## src/rtl/seq_red_or.sv

```systemverilog
// Multi-beat OR-reduction stage: folds a frame of `beats` words into a single
// registered OR bit plus the index of the first non-zero beat.
module seq_red_or #(
  parameter  int unsigned width = 8,
  parameter  int unsigned beats = 4,
  localparam int unsigned iw    = (beats > 1) ? $clog2(beats) : 1
) (
  input  logic             CLK,
  input  logic             RSTn,
  input  logic             Flush,
  input  logic             AValid,
  output logic             AReady,
  input  logic [width-1:0] A,
  output logic             ZValid,
  input  logic             ZReady,
  output logic             Z,
  output logic [iw-1:0]    FirstIdx
);

  localparam logic [iw-1:0] last_beat = iw'(beats - 1);

  logic [iw-1:0] cnt_q, cnt_d;
  logic          acc_q, acc_d;
  logic          fnd_q, fnd_d;
  logic [iw-1:0] idx_q, idx_d;
  logic          zvalid_q, zvalid_d;
  logic          z_q, z_d;
  logic [iw-1:0] first_idx_q, first_idx_d;

  logic any_bit;
  logic is_last;
  logic accept;

  assign any_bit = |A;
  assign is_last = (cnt_q == last_beat);
  // Only a last beat can stall, and only while the held result is unconsumed.
  assign AReady  = !(is_last && zvalid_q && !ZReady);
  assign accept  = AValid && AReady;

  // NOTE: every signal written here gets a default first so no latch is inferred.
  always_comb begin
    cnt_d       = cnt_q;
    acc_d       = acc_q;
    fnd_d       = fnd_q;
    idx_d       = idx_q;
    zvalid_d    = zvalid_q;
    z_d         = z_q;
    first_idx_d = first_idx_q;

    if (zvalid_q && ZReady) zvalid_d = 1'b0;

    if (accept) begin
      if (is_last) begin
        cnt_d = '0;
        acc_d = 1'b0;
        fnd_d = 1'b0;
        idx_d = '0;
        if (!Flush) begin
          // A same-cycle reload keeps ZValid high across a consume.
          zvalid_d    = 1'b1;
          z_d         = acc_q | any_bit;
          first_idx_d = fnd_q ? idx_q : (any_bit ? last_beat : '0);
        end
      end else begin
        cnt_d = cnt_q + iw'(1);
        acc_d = acc_q | any_bit;
        if (!fnd_q && any_bit) begin
          fnd_d = 1'b1;
          idx_d = cnt_q;
        end
      end
    end

    // Flush drops the partial frame (and any beat accepted with it) but leaves
    // the output register and its handshake alone.
    if (Flush) begin
      cnt_d = '0;
      acc_d = 1'b0;
      fnd_d = 1'b0;
      idx_d = '0;
    end
  end

  // NOTE: sequential state uses non-blocking assignments only.
  always_ff @(posedge CLK or negedge RSTn) begin
    if (!RSTn) begin
      cnt_q       <= '0;
      acc_q       <= 1'b0;
      fnd_q       <= 1'b0;
      idx_q       <= '0;
      zvalid_q    <= 1'b0;
      z_q         <= 1'b0;
      first_idx_q <= '0;
    end else begin
      cnt_q       <= cnt_d;
      acc_q       <= acc_d;
      fnd_q       <= fnd_d;
      idx_q       <= idx_d;
      zvalid_q    <= zvalid_d;
      z_q         <= z_d;
      first_idx_q <= first_idx_d;
    end
  end

  assign ZValid   = zvalid_q;
  assign Z        = z_q;
  assign FirstIdx = first_idx_q;

endmodule

```

## config.mk

```make
export PLATFORM = sky130hd
export DESIGN_NAME = seq_red_or
export DESIGN_NICKNAME = d
export VERILOG_FILES = /design/src/rtl/seq_red_or.sv
export SDC_FILE = /design/constraint.sdc
export NUM_CORES = 1
export LEC_CHECK = 0
export BUFFER_PORTS_ARGS = -buffer_cell sky130_fd_sc_hd__buf_4
export CAP_MARGIN = 20
export CORE_MARGIN = 4
export CORE_UTILIZATION = 35
export CTS_CLUSTER_SIZE = 20
export DETAILED_ROUTE_END_ITERATION = 6
export GPL_TIMING_DRIVEN = 0
export PLACE_DENSITY = 0.59
export SLEW_MARGIN = 20
export SYNTH_ARGS = -nofsm -noshare
export SYNTH_HDL_FRONTEND = slang
export SYNTH_SLANG_ARGS = --single-unit
```

## constraint.sdc

```tcl
create_clock -name CLK -period 1.9 [get_ports CLK]
set_input_delay 0.095 -clock CLK [delete_from_list [all_inputs] [get_ports CLK]]
set_output_delay 0.095 -clock CLK [all_outputs]
set_load 0.05 [all_outputs]
```

==> flow_summary.yaml <==
sta:
  setup_viol: 0
  max_freq_mhz: 620
  min_period_over_period_pct: 84.9
  skew_ps: 4.46
  slew_violations: 0
  tightest_slew_ps: 296
  finalHoldViolCount: 0
  rsz0062_at_grt: "no"
  tns_ps: 0
  fin_ws_ps: 286
  slew_headroom_pct: 80.1
  hold_ws_ps: 44.2
  fin_crit_ps: 1610
floorplan:
  die_area_um2: 2290
  fp.coreArea_um2: 1510
  start_util_pct: 37.0
  die_h_um: 47.9
  num_rows: 14
  die_w_um: 47.9
  pin_count: 18
status:
  status: "complete, no violations"
run:
  maxCapViolations: 0
clock_tree:
  cts.clk_slew.worst_paths_ps: 70
  post_cts_buffers: 0
  clockBufferDepth: 2
  root_buffer: "clkbuf_4"
  cts_inserted_buffers: 3
  cts_max_level: 1
  clkLatencyLatePin_ps: 260
  post_cts_resized: 0
  cts_tree: "yes"
  clock-sinks: 10
power:
  p_per_area_nw_per_um2: 901
  ir_drop_mv: 0.499
  power_w: 0.000677
  leakage_nw: 0.366
synthesis:
  synthesis.instances: 50
  ys_warn_count: 0
  synth_edf_count: 0
  syn_nets: 66
  ys_seq_area_share_pct: 44.9
  synth_cell_type_count: 24
  synth_area_um2: 557
  ys.flop_type: "dfrtp_1"
  avgSynthCellArea_um2: 11.1
  ys_seq_elements: 10
  postSynth.asyncResetShare_pct: 100
worst_setup_path:
  critPathRequiredTime_ps: 2050
  timing.rr.start: "cnt_q[0]"
  reg2reg_to: "idx_q[0]"
  rr_worst_depth: 4
  critPathKind: "register to register"
  crit_arrival_ps: 1760
  rrSetupSlack_ps: 290
  crit_fanout: 5
  start_kind: "register"
  end_kind: "register"
routing:
  drt-initial-drc-count: 2
  dr.pass1.iters: 2
  totalWireLength_um: 1030
  drc: 0
  wl_met3_um: 83
  dr_total_vias: 427
  ant_nets: 0
  vias_per_cell: 4.85
  wl_met2_um: 509
  avgRoutedWirePerCell_um: 11.7
  wirelength_met1_um: 439
  top_layer_used: "met3"
hold_path:
  hold_class: "input port to register"
  hp-start: "Flush"
  holdPathStages: 2
  hold-path-endpoint: "cnt_q[1]"
place:
  pre_cts_slack_ps: 295
  dp_cells: 83
  gp_congestion: 0.666
  io_buffers: 17
global_route:
  grt.overflow.total: 0
  grt_pass1_wl_um: 1650
  grt_pass1_vias: 416
  grt_max_degree: 11
  antenna_found_initial: 0
  grtUsageTotal_pct: 10.3
finish:
  fin_nets: 89
  fin_cells: 88
  drive_above_1_share_pct: 41.7
  area_growth_syn_to_layout_pct: 34.8
  diodes: 0
-- cells by family after synthesis --
family | Yosys count | share of synthesized area, %
AOI/OAI and AO/OA | 8 | 12.1
xor gates and xnor gates | 1 | 1.57
and+or+nand+nor | 24 | 27.9
DFF | 10 | 44.9
adders and majority gates | 3 | 6.74
muxes | 2 | 5.39
buffers and inverters | 2 | 1.35
-- final cells by class --
cell class / instances / area (um2)
fill: 152 / 756
multi-input combinational: 38 / 299
sequential: 10 / 250
timing repair buffer: 18 / 138
clock buffer: 4 / 36.3
tap: 16 / 20.0
inverter: 2 / 7.51
-- registers in the layout, summed over array words and instances (netlist names) --
name / count
FirstIdx: 2
cnt_q: 2
idx_q: 2
Z: 1
ZValid: 1
acc_q: 1
fnd_q: 1
-- layout by cell type, fill, tap and decap left out, drive strengths merged, types with 2 or more instances in the layout --
cell,instances
ha,3
nor2,4
dfrtp,10
nand2,5
mux2,2
inv,2
buf,17
clkbuf,4
nor4,2
nor2b,4
nand2b,3
and2,2
o31ai,2
-- power by group --
part	internal (W)	switching, W
Combinational	0.0000845	0.000131
Clock	0.000116	0.0000752
Sequential	0.000248	0.0000219
Total	0.000448	0.000228
-- routing by layer --
metal	track usage, %	vias to the layer above
li1	-	220
met1	11.9	195
met2	17.7	12
met3	5.64	0
met4	0	0
met5	0	-
-- worst max-delay path, cell delays in order (launching register included) --
cell and delay [ps]:
dfrtp_1 430, ha_1 270, nand2b_4 170, o31a_4 340, mux2_4 290
-- repair_timing --
item | 4_1_cts | 5_1_grt
hold endpoints to repair | 10 | 0
hold buffers | 1 | 0
setup endpoints to repair | 0 | 0
-- worst max-delay path by stage --
stage	start	endpoint	slack, ps	cells past startpoint
2_1_floorplan	ZValid	cnt_q[0]	20	4
3_3_place_gp	cnt_q[0]	idx_q[0]	300	4
3_5_place_dp	cnt_q[0]	idx_q[0]	300	4
4_1_cts	cnt_q[0]	idx_q[0]	280	4
5_1_grt	cnt_q[0]	idx_q[0]	240	4
6_report	cnt_q[0]	idx_q[0]	290	4
-- per-stage QoR --
stage | util, % | instance area, um2
4_1_cts | 49.8 | 751
2_1_floorplan | - | 557
5_1_grt | 49.8 | 751
3_3_place_gp | 46.8 | 704
6_report | 49.8 | 751
3_5_place_dp | 46.8 | 704
-- Yosys cell counts, types with 2 or more instances --
library cell | count | area share (%)
dfrtp_1 | 10 | 45
nand2_1 | 5 | 3.4
nor2_1 | 4 | 2.7
nor2b_1 | 4 | 4.5
ha_1 | 3 | 6.7
inv_1 | 2 | 1.3
mux2_4 | 2 | 5.4
nand2b_1 | 2 | 2.2
nor4_2 | 2 | 4.5
o31ai_1 | 2 | 2.7
Power figures use the tool's default switching activity.
